===== config.mk =====
export PLATFORM = sky130hd
export DESIGN_NAME = rgb_to_grayscale
export DESIGN_NICKNAME = d
export VERILOG_FILES = /design/src/rtl/rgb_to_grayscale.sv
export SDC_FILE = /design/constraint.sdc
export NUM_CORES = 1
export LEC_CHECK = 0
export CAP_MARGIN = 20
export CELL_PAD_IN_SITES_DETAIL_PLACEMENT = 0
export CELL_PAD_IN_SITES_GLOBAL_PLACEMENT = 1
export CORE_ASPECT_RATIO = 1.4
export CORE_MARGIN = 8
export CORE_UTILIZATION = 37
export DETAILED_ROUTE_END_ITERATION = 8
export PLACE_DENSITY = 0.75
export REMOVE_ABC_BUFFERS = 1
export SLEW_MARGIN = 20
export SYNTH_ARGS = -nofsm -noshare
export SYNTH_HDL_FRONTEND = slang
export SYNTH_SLANG_ARGS = --single-unit

===== constraint.sdc =====
create_clock -name hdmi_clk -period 3.85 [get_ports hdmi_clk]
set_input_delay 0.77 -clock hdmi_clk [delete_from_list [all_inputs] [get_ports hdmi_clk]]
set_output_delay 0.77 -clock hdmi_clk [all_outputs]
set_load 0.05 [all_outputs]

===== src/rtl/rgb_to_grayscale.sv =====
// rgb_to_grayscale: 3-stage fixed-point luma pipeline for a 24-bit RGB pixel
// stream, with vs/hs/de delayed to match and a per-frame geometry checker
// operating on the delayed (output-side) sync signals.
module rgb_to_grayscale #(
  parameter int         HR     = 800,
  parameter int         VR     = 300,
  parameter logic [7:0] COEF_R = 8'd77,
  parameter logic [7:0] COEF_G = 8'd150,
  parameter logic [7:0] COEF_B = 8'd29
) (
  input  logic        hdmi_clk,
  input  logic        hdmi_rst_n,
  input  logic        hdmi_vs_in,
  input  logic        hdmi_hs_in,
  input  logic        hdmi_de_in,
  input  logic [23:0] rgb_data,
  output logic        hdmi_vs,
  output logic        hdmi_hs,
  output logic        hdmi_de,
  output logic [7:0]  grayscale_data,
  output logic        frame_done,
  output logic        geom_err,
  output logic [15:0] line_count,
  output logic [15:0] pixel_count
);

  localparam logic [15:0] HR_W    = 16'(HR);
  localparam logic [15:0] VR_W    = 16'(VR);
  localparam logic [15:0] CNT_MAX = 16'hFFFF;

  // ---------------------------------------------------------------------------
  // Datapath
  // ---------------------------------------------------------------------------
  logic [15:0] prod_r, prod_g, prod_b;
  logic [17:0] sum;
  logic        vs_d1, vs_d2, hs_d1, hs_d2, de_d1, de_d2;
  logic [7:0]  sat;

  // Clamp the 10-bit integer part of the rounded sum to 8 bits
  assign sat = (|sum[17:16]) ? 8'hFF : sum[15:8];

  // Stage 1: weighted products of the three colour channels
  always_ff @(posedge hdmi_clk or negedge hdmi_rst_n) begin
    if (!hdmi_rst_n) begin
      prod_r <= 16'd0;
      prod_g <= 16'd0;
      prod_b <= 16'd0;
    end else begin
      prod_r <= {8'd0, rgb_data[23:16]} * {8'd0, COEF_R};
      prod_g <= {8'd0, rgb_data[15:8]}  * {8'd0, COEF_G};
      prod_b <= {8'd0, rgb_data[7:0]}   * {8'd0, COEF_B};
    end
  end

  // Stage 2: sum of products plus half an LSB of the Q0.8 result for rounding
  always_ff @(posedge hdmi_clk or negedge hdmi_rst_n) begin
    if (!hdmi_rst_n) begin
      sum <= 18'd0;
    end else begin
      sum <= {2'b00, prod_r} + {2'b00, prod_g} + {2'b00, prod_b} + 18'd128;
    end
  end

  // Stage 3: saturated luma, forced to zero outside active video
  always_ff @(posedge hdmi_clk or negedge hdmi_rst_n) begin
    if (!hdmi_rst_n) begin
      grayscale_data <= 8'd0;
    end else begin
      grayscale_data <= de_d2 ? sat : 8'd0;
    end
  end

  // Sync shift register matching the 3-cycle datapath latency; the output vs
  // idles high so downstream logic sees blanking while in reset
  always_ff @(posedge hdmi_clk or negedge hdmi_rst_n) begin
    if (!hdmi_rst_n) begin
      vs_d1   <= 1'b0;
      vs_d2   <= 1'b0;
      hdmi_vs <= 1'b1;
      hs_d1   <= 1'b0;
      hs_d2   <= 1'b0;
      hdmi_hs <= 1'b0;
      de_d1   <= 1'b0;
      de_d2   <= 1'b0;
      hdmi_de <= 1'b0;
    end else begin
      vs_d1   <= hdmi_vs_in;
      vs_d2   <= vs_d1;
      hdmi_vs <= vs_d2;
      hs_d1   <= hdmi_hs_in;
      hs_d2   <= hs_d1;
      hdmi_hs <= hs_d2;
      de_d1   <= hdmi_de_in;
      de_d2   <= de_d1;
      hdmi_de <= de_d2;
    end
  end

  // ---------------------------------------------------------------------------
  // Geometry checker
  // Edges are detected between the current output-side value (hdmi_vs/hdmi_de)
  // and the value about to be loaded (vs_d2/de_d2), so every registered result
  // appears on the very cycle the edge becomes visible on the outputs.
  // ---------------------------------------------------------------------------
  logic        armed;
  logic        vs_live;   // a genuine vs high has reached stage 2 since reset
  logic        err_flag;
  logic [15:0] line_cnt;
  logic [15:0] pix_cnt;

  logic        frame_start, frame_end, line_end;
  logic        err_next;
  logic [15:0] line_cnt_next;

  // The vs high forced by reset is not a real blanking interval, so the fall
  // that follows it must not arm the checker
  assign frame_start = hdmi_vs & ~vs_d2 & vs_live;
  assign frame_end   = ~hdmi_vs & vs_d2 & armed;
  assign line_end    = hdmi_de & ~de_d2;

  // Next line counter / error flag: frame start clears first, a line end is
  // then counted, so a line ending together with vs rising is included
  always_comb begin
    err_next      = err_flag;
    line_cnt_next = line_cnt;
    if (frame_start) begin
      err_next      = 1'b0;
      line_cnt_next = 16'd0;
    end
    if (line_end) begin
      if (pix_cnt != HR_W) begin
        err_next = 1'b1;
      end
      if (line_cnt_next != CNT_MAX) begin
        line_cnt_next = line_cnt_next + 16'd1;
      end
    end
    if (de_d2 && vs_d2) begin
      err_next = 1'b1;
    end
  end

  // Frame/line bookkeeping and reported status
  always_ff @(posedge hdmi_clk or negedge hdmi_rst_n) begin
    if (!hdmi_rst_n) begin
      armed       <= 1'b0;
      vs_live     <= 1'b0;
      err_flag    <= 1'b0;
      line_cnt    <= 16'd0;
      pix_cnt     <= 16'd0;
      frame_done  <= 1'b0;
      geom_err    <= 1'b0;
      line_count  <= 16'd0;
      pixel_count <= 16'd0;
    end else begin
      vs_live    <= vs_live | vs_d2;
      err_flag   <= err_next;
      line_cnt   <= line_cnt_next;
      frame_done <= frame_end;

      if (frame_start) begin
        armed <= 1'b1;
      end else if (frame_end) begin
        armed <= 1'b0;
      end

      if (line_end) begin
        pixel_count <= pix_cnt;
        pix_cnt     <= 16'd0;
      end else if (de_d2 && (pix_cnt != CNT_MAX)) begin
        pix_cnt <= pix_cnt + 16'd1;
      end

      if (frame_end) begin
        line_count <= line_cnt_next;
        geom_err   <= err_next | (line_cnt_next != VR_W);
      end
    end
  end

endmodule


==> metrics.md, run 1 <==
| Metric | Value |
|---|---|
| Grt total ovfl | 0 |
| Cells after Synth | 863 |
| Crit path max-delay cell type | fa_1 |
| Fmax | 265 MHz |
| # DRC | 0 |
| Mapped Avg Cell Area | 10.3 um2 |
| Setup Skew | 7.29 ps |
| Drt via density | 4.77 |
| Count leader, synth | dfrtp_1 |
| RSZ-0062 raised after global routing | true |
| Routed WL per cell | 13.5 um |
| Register area share after synthesis | 39.2% |
| Mapped cell area | 8880 um2 |
| PortBufs | 73 |
| Cells along the critical path | clkdlybuf4s50_1 > ha_1 > ha_1 > inv_1 > fa_1 > fa_1 > inv_1 > ha_4 > buf_4 > nor3_4 > nor2_2 > o41ai_4 > o21ai_2 > o41ai_2 > xnor2_1 |
| Starting DRT DRC Count | 221 |
| Clock slew at reported path FFs | 60 ps |
| Final setup violation count | 0 |
| Final estimated routing congestion in global placement | 0.810 |
| Synth top cells by count | dfrtp_1 (138), ha_1 (129), inv_1 (119), nand2_1 (111), nor2_1 (39) |
| Die Width | 147 um |
| Crit path DAT | 4060 ps |
| Critical path class | in -> reg |
| R2R setup slack | 650 ps |
| Power Dens Cells | 639 nW/um2 |
| CTS tree | built |
| Worst min-delay path category | reg -> reg |
| Vias in the first global route | 6783 |
| Nets | 1204 |
| Core ar. | 23800 um2 |
| ANT nets after route | 0 |
| Initial antenna violation count | 0 |
| Via count | 6350 |
| Hold Startpoint | hs_d1$_DFF_PN0_ |
| Leakage | 5.63 nW |
| MaxCap Viol Count | 0 |
| Die ar. | 29300 um2 |
| Die height | 199 um |
| Root buf cell | clkbuf_16 |
| Synth area leaders | dfrtp_1 (39%), ha_1 (18%), fa_1 (8.6%), inv_1 (5.0%), nand2_1 (4.7%) |
| Num CTS Buffers | 17 |
| FF+latch count, synth | 139 |
| Final Cycle Share | 97.8% |
| Ant. Diodes | 0 |
| CTS sink cnt | 139 |
| Max-slew violations | 0 |
| Top FF cell, synth | dfrtp_1 |
| Final hold vios | 0 |
| First drt pass iteration count | 4 |
| Htree depth | 4 |
| HPWL after DPL | 14.1 mm |
| Endpoint, Worst Hold | hs_d2$_DFF_PN0_ |
| Worst r2r path cells | 12 |
| Area after DPL | 10400 um2 |
| Biggest area consumer among synthesized cells | dfrtp_1 |
| Num rows | 67 |
| Global-route usage over all layers | 13.2% |
| CTS Hold Bufs | 0 |
| Top Ports | 74 |
| Yosys warning count | 0 |
| Asr flop ratio synth | 100% |
| Setup bufs post-CTS | 0 |
| Clk_lat worst skew | 420 ps |
| Peak supply drop | 0.435 mV |
| Post-synth top area share | 38.9% |
| Layout cell share with drive strength beyond 1 | 12.9% |
| Crit path time final | 3770 ps |
| Max_slew headroom | 40.5% |
| CTS Buffer Depth | 2 |
| Initial Util | 37.3% |
| Peak fanout along the critical path | 3 |
| Endpoint class of the critical path | flop |
| Status | completed |
| Layout area overhead | 25.4% |
| Number of synthesized flops with an enable pin | 0 |
| Worst EP required | 4140 ps |
| Final WL | 18.0 mm |
| Reg2reg start | prod_r[8]$_DFF_PN0_ |
| Crit start category | primary input |
| Finished Cell Area | 11100 um2 |
| Worst R2R End | sum[16]$_DFF_PN0_ |
| Hold-critical path depth | 0 |
| Largest net degree at the start of global routing | 88 |
| Post-layout util | 46.8% |
| Worst slew pin tran | 889 ps |
| Slowest Stage Delay on Critical Path | 500 ps |
| Fillers | 2298 |
| Netlist cell types | 69 |
| First-pass GRT wire length | 31.6 mm |
==> report_power, final <==
part	switching, mW	internal (mW)	total (mW)
logic	1.89	1.69	3.58
registers	0.112	1.78	1.90
clock network	0.628	1.02	1.64
==> area by class of cell <==
class                      instances  area [um2]  share of cell area (%)
clock buffer                      17         425                    3.82
clock inverter                    15         173                    1.55
inverter                         120         450                    4.05
multi-input combinational        589        4970                    44.7
sequential                       139        3480                    31.3
tap                              310         388                    3.48
timing repair buffer             141        1250                    11.2
==> per-layer routing <==
| layer | wire, um | share of wire (%) | GRT usage, % |
|---|---|---|---|
| met5 | 0 | 0 | 0 |
| met2 | 9900 | 55 | 25.2 |
| met3 | 604 | 3.4 | 2.90 |
| met4 | 309 | 1.7 | 4.73 |
| met1 | 7200 | 40 | 14.0 |
==> flip-flops by register name, indices dropped and copies added, names as in the netlist, 8 cells and up <==
name,count
prod_b,13
pixel_count,16
prod_r,15
line_cnt,16
line_count,16
pix_cnt,16
sum,10
grayscale_data,8
prod_g,15
==> how the worst max path moves through the flow <==
stage	startpoint	end	slack, ps	cells after the start
final	rgb_data[12]	prod_g[14]$_DFF_PN0_	80	15
after global routing	rgb_data[21]	prod_r[13]$_DFF_PN0_	-30	13
after CTS	rgb_data[21]	prod_r[13]$_DFF_PN0_	8	13
after detailed placement	rgb_data[12]	prod_g[14]$_DFF_PN0_	-520	12
after global placement	rgb_data[20]	prod_r[13]$_DFF_PN0_	-470	13
after floorplan	rgb_data[12]	prod_g[15]$_DFF_PN0_	70	11
==> through the flow <==
step                std cells  setup WS [ps]  power, mW  hold slack [ps]  setup TNS, ps
global route             1331          -27.5       7.75              360          -27.5
finish                   1331           83.3       7.12              348              0
global placement         1299           -469       5.38              333          -4370
CTS                      1331           8.32       7.18              351              0
floorplan                 848           70.9       4.49              331              0
detailed placement       1299           -516       5.46              338          -5040
==> kinds of logic (layout without fill, tap and decap cells) <==
| kind of cell | count (synthesis) | in the layout | share of synthesized area, % |
|---|---|---|---|
| mux | 5 | 5 | 0.606 |
| buf+inv | 135 | 293 | 5.82 |
| flops | 139 | 139 | 39.2 |
| fa+ha+maj | 167 | 167 | 26.7 |
| simple gates | 250 | 250 | 14.0 |
| compound gates | 123 | 123 | 9.32 |
| xor+xnor | 44 | 44 | 4.34 |
==> worst max-delay path: cells and delay by family <==
family                   cells  cell delay, ps
AO/OA/AOI/OAI                3             600
buffers and inverters        4             740
XOR/XNOR                     1             120
AND/OR/NAND/NOR              2             180
adder cells (fa/ha/maj)      5            1640
==> cell usage in the layout (no fill, tap or decap), types with 5 or more instances in the layout <==
cell,netlist,final
dfrtp_1,138,138
ha_1,129,127
inv_1,119,119
nand2_1,111,111
clkdlybuf4s50_1,0,69
buf_4,0,68
fa_1,38,38
nor2_1,39,37
xnor2_1,26,26
o21ai_0,28,26
a21oi_1,20,20
nor3_1,19,18
xor2_1,18,18
nand3_1,18,18
clkbuf_16,0,17
o21a_1,14,14
a21o_1,10,10
nand4_1,9,9
o31ai_1,9,9
and3_1,6,6
nor2b_1,5,5
nand3b_1,5,5
clkinv_2,0,5
==> what timing repair did <==
action,CTS,global route
gates cloned,0,0
endpoints found under the setup margin,5,8
gates resized for setup,6,14
pin swaps,2,9
No activity file was read; power rests on OpenSTA's default activity.
==> run 2, diff against run 1 <==
- CORE_ASPECT_RATIO: 1.4 -> not set
==> run 2 against run 1 <==
Against the previous run: critical path depth is 3 lower; clock-buffer cell count is 2 higher; sequential cell count did not move; total power fell by 1.0%; critical endpoint is now prod_g[15]$_DFF_PN0_; largest power group unchanged; highest routed layer unchanged.
==> metrics.md, run 2 (synthesized netlist as in run 1, its figures left out) <==
| Metric | Value |
|---|---|
| CTS tree | built (unchanged) |
| Layout cell share with drive strength beyond 1 | 13.1% (was 12.9%) |
| Setup TNS | 0 ps (unchanged) |
| Leakage | 5.65 nW (was 5.63 nW) |
| PortBufs | 73 (unchanged) |
| Num CTS Buffers | 17 (unchanged) |
| Final WL | 17.0 mm (was 18.0 mm) |
| Core ar. | 23500 um2 (was 23800 um2) |
| Total power | 7.05 mW (was 7.12 mW) |
| Root buf cell | clkbuf_16 (unchanged) |
| ANT nets after route | 0 (unchanged) |
| Worst EP required | 4140 ps (about the same) |
| Die Width | 171 um (was 147 um) |
| Global-route usage over all layers | 12.4% (was 13.2%) |
| Htree depth | 4 (unchanged) |
| Clk_lat worst skew | 420 ps (about the same) |
| Starting DRT DRC Count | 290 (was 221) |
| CTS sink cnt | 139 (unchanged) |
| CP delay by family, top | adder cells (unchanged) |
| Slowest Stage Delay on Critical Path | 520 ps (was 500 ps) |
| Die ar. | 29200 um2 (was 29300 um2) |
| Worst slew pin tran | 824 ps (was 889 ps) |
| Clock slew at reported path FFs | 60 ps (about the same) |
| Layout area overhead | 25.6% (was 25.4%) |
| First drt pass iteration count | 4 (unchanged) |
| Setup Skew | 8.13 ps (was 7.29 ps) |
| P_sw | 2.59 mW (was 2.63 mW) |
| Crit path time final | 3670 ps (was 3770 ps) |
| Register share of total power | 26.8% (was 26.6%) |
| Vias in the first global route | 6216 (was 6783) |
| Most common cell after layout, fill and taps aside | dfrtp_1 (unchanged) |
| Cell count after placement | 1311 (was 1299) |
| Die height | 171 um (was 199 um) |
| Max_slew headroom | 45.1% (was 40.5%) |
| Routed WL per cell | 12.6 um (was 13.5 um) |
| Fmax | 273 MHz (was 265 MHz) |
| CTS Buffer Depth | 2 (unchanged) |
| Peak supply drop | 0.478 mV (was 0.435 mV) |
| Ant. Diodes | 0 (unchanged) |
| Sw Share | 36.7% (was 36.9%) |
| Crit path DAT | 3950 ps (was 4060 ps) |
| Final estimated routing congestion in global placement | 0.805 (was 0.810) |
| Crit start category | primary input (unchanged) |
| Final Cycle Share | 95.3% (was 97.8%) |
| Final setup violation count | 0 (unchanged) |
| Cell internal pwr | 4.46 mW (was 4.49 mW) |
| Status | completed (unchanged) |
| HPWL after DPL | 13.3 mm (was 14.1 mm) |
| Worst min-delay path category | reg -> reg (unchanged) |
| Power Dens Cells | 632 nW/um2 (was 639 nW/um2) |
| Grt total ovfl | 0 (unchanged) |
| Setup bufs post-CTS | 0 (unchanged) |
| Initial Util | 37.7% (was 37.3%) |
| Cells along the critical path | clkdlybuf4s50_1 > ha_1 > ha_1 > inv_1 > fa_1 > fa_1 > inv_1 > ha_2 > or3_1 > o221a_2 > a311oi_2 > a21oi_1 (was clkdlybuf4s50_1 > ha_1 > ha_1 > inv_1 > fa_1 > fa_1 > inv_1 > ha_4 > buf_4 > nor3_4 > nor2_2 > o41ai_4 > o21ai_2 > o41ai_2 > xnor2_1) |
| Most frequent cells in the layout | dfrtp_1 (138), ha_1 (127), inv_1 (118) (was dfrtp_1 (138), ha_1 (127), inv_1 (119)) |
| Worst Path Buf+Inv | 3 (was 4) |
| Critical path class | in -> reg (unchanged) |
| Crit path max-delay cell type | fa_1 (unchanged) |
| Num rows | 56 (was 67) |
| Via count | 6224 (was 6350) |
| Peak fanout along the critical path | 3 (unchanged) |
| Dpl ws | -539 ps (was -516 ps) |
| MaxCap Viol Count | 0 (unchanged) |
| Endpoint class of the critical path | flop (unchanged) |
| Initial antenna violation count | 0 (unchanged) |
| Clk pwr share | 23.6% (was 23.1%) |
| Gate power share | 49.6% (was 50.3%) |
| First-pass GRT wire length | 29.4 mm (was 31.6 mm) |
| Final WS setup | 183 ps (was 83.3 ps) |
| Final hold vios | 0 (unchanged) |
| Max-slew violations | 0 (unchanged) |
| Top Ports | 74 (unchanged) |
| Drt via density | 4.63 (was 4.77) |
| Largest net degree at the start of global routing | 91 (was 88) |
| Non-Filler Instances | 1343 (was 1331) |
| Nets | 1207 (was 1204) |
| # DRC | 0 (unchanged) |
[run 2: cell types whose count changed in the layout (fill, tap and decap cells not counted), sizes merged, moves of 2 or more]
cell / previous run / this run
clkinv: 7 / 2
inv: 122 / 126
buf: 69 / 72
clkbuf: 17 / 19
clkdlybuf4s50: 69 / 67
dlymetal6s2s: 2 / 4
[run 2: worst register-to-register path, cell delays in order (launching register included)]
cell       delay, ps
dfrtp_1          320
inv_1             50
fa_1             530
inv_1             40
ha_1             280
ha_1             310
a21o_1           160
a2bb2oi_1        240
o211ai_1         210
a31o_2           320
a41o_1           270
o31a_1           250
a21oi_1          110
[run 2: per-layer routing]
metal | wire, um | vias to the layer above | track usage, %
met4 | 231 | 0 | 4.05
met5 | 0 | - | 0
li1 | - | 3209 | -
met2 | 8360 | 82 | 21.4
met1 | 7580 | 2918 | 15.1
met3 | 800 | 15 | 2.58
[run 2: worst paths after layout]
path | start | endpoint | slack, ps | cells past startpoint
hold reg to reg | hs_d1$_DFF_PN0_ | hs_d2$_DFF_PN0_ | 350 | 0
min in group asynchronous | hdmi_rst_n | pixel_count[4]$_DFFE_PN0P_ | 390 | 1
setup reg to reg | prod_r[4]$_DFF_PN0_ | sum[16]$_DFF_PN0_ | 670 | 12
setup / recovery | rgb_data[11] | prod_g[15]$_DFF_PN0_ | 180 | 12
max in group asynchronous | hdmi_rst_n | hdmi_vs$_DFF_PN1_ | 2680 | 2
hold / removal | hs_d1$_DFF_PN0_ | hs_d2$_DFF_PN0_ | 350 | 0
[run 2: final cells by class]
class / count / area, um2
Clock buffer: 19 / 453
Tap cell: 319 / 399
Timing Repair Buffer: 144 / 1290
Fill cell: 2233 / 12400
Multi-Input combinational cell: 589 / 4930
Inverter: 120 / 450
Clock inverter: 13 / 154
Sequential cell: 139 / 3480
[run 2: power groups by stage]
stage | combinational, mW | sequential (mW) | clock [mW]
after detailed placement | 3.49 | 1.92 | 0
after floorplan | 2.46 | 2.03 | 0
final | 3.49 | 1.89 | 1.66
after global placement | 3.45 | 1.92 | 0
after global routing | 3.99 | 1.92 | 1.77
after CTS | 3.54 | 1.90 | 1.70
[run 2: through the flow]
stage                     hold slack [ps]  instance area (um2)  util (%)
after floorplan                       331                 8810         -
after global placement                333                10500      44.6
after detailed placement              336                10500      44.6
after CTS                             351                11100      47.2
after global routing                  361                11200      47.4
final                                 348                11200      47.4
[run 2: timing repair]
item | in CTS | in global routing
setup endpoints to repair | 5 | 8
hold buffers | 0 | 0
pin swaps | 4 | 9
gates resized for setup | 5 | 13
==> RTL change 1 (settings of run 2) <==
Take the reset off `prod_b` and load it in a clocked block of its own.
--- a/src/rtl/rgb_to_grayscale.sv
+++ b/src/rtl/rgb_to_grayscale.sv
@@ -44,12 +44,14 @@
     if (!hdmi_rst_n) begin
       prod_r <= 16'd0;
       prod_g <= 16'd0;
-      prod_b <= 16'd0;
     end else begin
       prod_r <= {8'd0, rgb_data[23:16]} * {8'd0, COEF_R};
       prod_g <= {8'd0, rgb_data[15:8]}  * {8'd0, COEF_G};
-      prod_b <= {8'd0, rgb_data[7:0]}   * {8'd0, COEF_B};
     end
+  end
+
+  always_ff @(posedge hdmi_clk) begin
+    prod_b <= {8'd0, rgb_data[7:0]}   * {8'd0, COEF_B};
   end
 
   // Stage 2: sum of products plus half an LSB of the Q0.8 result for rounding
Behaviour: same outputs for any inputs over 10 cycles, from zero or initial values and one cycle with hdmi_rst_n low; that may be too few to reach the edited logic, so the function may still have changed.
==> RTL change 1 against run 2 <==
Non-clock buffer count up 1; cell area decreased by 0.85%; area after synthesis shrank 0.48%; total power rose by 1.0%; count of clock-buffer cells in the layout rose by 2; global-route usage is 0.57 points higher; critical path depth unchanged; sequential cell count unchanged; via count rose by 1.8%; core utilization fell by 0.26 points; setup slack got worse by 0.084 ns; maximum frequency down 2.2%; wire length up 3.0%; register-to-register slack worse by 0.20 ns.
==> RTL change 1: results (changes against run 2) <==
period utilization=0.974 (was 0.953); Clock Skews=0.0160 ns (was 0.00813 ns); Initial DRT Pass Iterations=5 (was 4); Non-clk invs=127 (was 120); sequential area share after synthesis=0.386 (was 0.392); critical path launch point type=input port (unchanged); P_sw=2.60 mW (was 2.59 mW); fraction of layout cells with a size suffix above 1=0.114 (was 0.131); Post-Syn Instances=880 (was 863); Routed met3 length=755 µm (was 800 µm); CLK BUF=21 (was 19); most common cell after layout, fill and taps aside=ha_1 (was dfrtp_1); Synth cell types=55 (was 69); met2 WL=8.21 mm (was 8.36 mm); met1 track demand over resource=0.167 (was 0.151); non-filler cells, final=1359 (was 1343); CTS resizes=3 (was 5); non-clk buf share=0.115 (about the same); Layout Nets=1224 (was 1207); Routed WL per cell=12.9 µm (was 12.6 µm); Hold WS=0.337 ns (was 0.348 ns); Synth async-reset ratio=0.906 (was 1.00); GRT Total Usage=0.129 (was 0.124); fraction of area in multi-input gates=0.443 (was 0.442); number of fill cells in the layout=2251 (was 2233); via count=6333 (was 6224); Placer Congestion=0.843 (was 0.805); Worst Path Max Fanout=2 (was 3); Peak VDD IR=0.378 mV (was 0.478 mV); synth top area cells=dfrtp_1, ha_1, fa_1 (unchanged); placed cell area=10400 µm² (was 10500 µm²); met2 Use GR=0.216 (was 0.214); Synth top cells by count=ha_1, inv_1, dfrtp_1 (was dfrtp_1, ha_1, inv_1); RR Startpoint=prod_r[9] (was prod_r[4]); Clock Network Area Fraction=0.0540 (was 0.0544); met3 global-route usage=0.0244 (was 0.0258); Non-clk bufs=145 (was 144); Slew HR=0.624 (was 0.451); overall die width=171 µm (about the same); wire length on met1=8.26 mm (was 7.58 mm); FF+latch area=3410 µm² (was 3480 µm²); Detailed Route Iter0 Violations=291 (was 290); status=finished clean (unchanged); CP startpoint=rgb_data[12] (was rgb_data[11]); vias in the first global route=6466 (was 6216); leakage=5.57 nW (was 5.65 nW); WP data arrival=4.03 ns (was 3.95 ns); R2R Setup Slk=0.47 ns (was 0.67 ns); multi-input gates=597 (was 589)
## RTL change 1: changes by cell type in the layout (fill, tap and decap cells not counted), sizes merged, moves of 4 or more
cell    change
nand2b      +5
o21a        -4
and2        +5
dfxtp      +13
o21ai       +7
o31ai       -4
clkinv      +4
nor3        -8
a211oi      +5
dfrtp      -13
mux2i       +4
a21oi       +7
a31oi       +5
## RTL change 1: power by group through the flow
stage,clock network (mW),logic (mW),registers [mW]
final,1.64,3.57,1.91
after global routing,1.75,4.17,1.94
after CTS,1.68,3.63,1.91
after detailed placement,0,3.58,1.94
after global placement,0,3.54,1.93
after floorplan,0,2.44,2.06
## RTL change 1: cells by family after synthesis
family	after synthesis	share of synthesized area
and+or+nand+nor	247	0.132
adders and majority gates	168	0.270
AOI/OAI and AO/OA	129	0.0960
xor gates and xnor gates	46	0.0456
DFF	139	0.386
buffers and inverters	144	0.0620
muxes	7	0.00807
==> RTL change 2 (config.mk and constraints of run 2) <==
Without the edit above. The parameter `COEF_G` goes from 8'd150 to 8'd128.
--- a/src/rtl/rgb_to_grayscale.sv
+++ b/src/rtl/rgb_to_grayscale.sv
@@ -5,7 +5,7 @@
   parameter int         HR     = 800,
   parameter int         VR     = 300,
   parameter logic [7:0] COEF_R = 8'd77,
-  parameter logic [7:0] COEF_G = 8'd150,
+  parameter logic [7:0] COEF_G = 8'd128,
   parameter logic [7:0] COEF_B = 8'd29
 ) (
   input  logic        hdmi_clk,
Formal check against the unedited RTL: not equivalent (a bounded check fails within 4 cycles, from zero or initial values and one cycle with hdmi_rst_n low).
==> RTL change 2 against run 2 <==
Critical endpoint is now prod_b[12]; largest cell class unchanged; critical path type unchanged; total power shrank 18%; die area fell by 14%; cell area shrank 14%; sequential cell count decreased by 8; largest power group unchanged; clock power decreased by 4%; global-route usage rose by 0.65 points; wire length down 12%; area after synthesis decreased by 16%; setup slack got worse by 0.032 ns.
==> RTL change 2: results (changes against run 2) <==
R2R Setup Slk=0.52 ns (was 0.67 ns); CP endpoint=prod_b[12] (was prod_g[15]); CP startpoint=rgb_data[3] (was rgb_data[11]); Synth top cells by count=dfrtp_1, ha_1, inv_1 (unchanged); Synth async-reset ratio=1.00 (unchanged); Clock Skews=0.00903 ns (was 0.00813 ns); status=finished clean (unchanged); fraction of layout cells with a size suffix above 1=0.126 (was 0.131); drt total wl=14.9 mm (was 17.0 mm); placed cell area=8890 µm² (was 10500 µm²); post-DP HPWL=11.5 mm (was 13.3 mm); largest net degree at the start of global routing=89 (was 91); Area Overhead vs Synth=27.5% (was 25.6%); vias in the first global route=5441 (was 6216); Placer Congestion=0.807 (was 0.805); CTS resizes=3 (was 5); WP data arrival=4.03 ns (was 3.95 ns); Critical R2R Capture=sum[15] (was sum[16]); synth top area cells=dfrtp_1, ha_1, fa_1 (unchanged); Fin. Hold Viols=0 (unchanged); leakage=4.68 nW (was 5.65 nW); worst slack, placed=-0.511 ns (was -0.539 ns); TritonCTS Buffers=17 (unchanged); Layout Nets=1006 (was 1207); Detailed Route Iter0 Violations=208 (was 290); number of fill cells in the layout=1933 (was 2233); Non-clk bufs=126 (was 144); met3 global-route usage=0.0342 (was 0.0258); number of placed cells counting well taps=1105 (was 1311); Worst R2R Path Depth=13 (was 12); vias per std cell=4.68 (was 4.63); Peak VDD IR=0.350 mV (was 0.478 mV); Synth Cell Area=7490 µm² (was 8880 µm²); Net Sw Frac=0.345 (was 0.367); met2 Use GR=0.219 (was 0.214); area of the multi-input gates=3870 µm² (was 4930 µm²); combinational power share=0.423 (was 0.496); min-delay worst type=flop to flop (unchanged); Non-clk invs=92 (was 120); multi-input gates=486 (was 589); Seq/total area=0.343 (was 0.312); Mean Syn Cell Area=10.3 µm² (about the same); Clock transition at path regs=0.06 ns (about the same); top cell type's share of synthesized area=0.434 (was 0.389); non-clk buf share=0.118 (was 0.115); Synth cell types=58 (was 69); Seq Cell Count=131 (was 139); CLK BUF=22 (was 19); cell internal pwr=3.79 mW (was 4.46 mW); max incr delay on CP=0.57 ns (was 0.52 ns); Routed WL per cell=13.1 µm (was 12.6 µm); actual slew at the worst max-slew pin=1.02 ns (was 0.824 ns); Clock Network Area Fraction=0.0617 (was 0.0544); sequential area share after synthesis=0.438 (was 0.392); P_clk=1.59 mW (was 1.66 mW)
[RTL change 2: cell types whose count changed after synthesis, moves of 5 or more]
cell / change
buf_1: +5
a2111oi_0: +6
a21o_1: -5
ha_1: -32
dfrtp_1: -8
nor2_1: +15
o21a_1: -13
nand2_1: -24
fa_1: -12
inv_1: -28
[RTL change 2: kinds of logic (layout without fill, tap and decap cells)]
| group | Yosys count | after routing | share of synthesized area |
|---|---|---|---|
| DFF | 131 | 131 | 0.438 |
| and+or+nand+nor | 220 | 220 | 0.138 |
| adders and majority gates | 123 | 123 | 0.232 |
| AOI/OAI and AO/OA | 101 | 101 | 0.0869 |
| xor gates and xnor gates | 37 | 37 | 0.0433 |
| buffers and inverters | 108 | 250 | 0.0551 |
| muxes | 5 | 5 | 0.00718 |
[RTL change 2: routing by layer]
metal / share of wire / up-vias / wire [µm]
met3: 0.047 / 13 / 704
met4: 0.011 / 0 / 170
li1: - / 2690 / -
met1: 0.46 / 2518 / 6880
met2: 0.48 / 96 / 7190
met5: 0 / - / 0
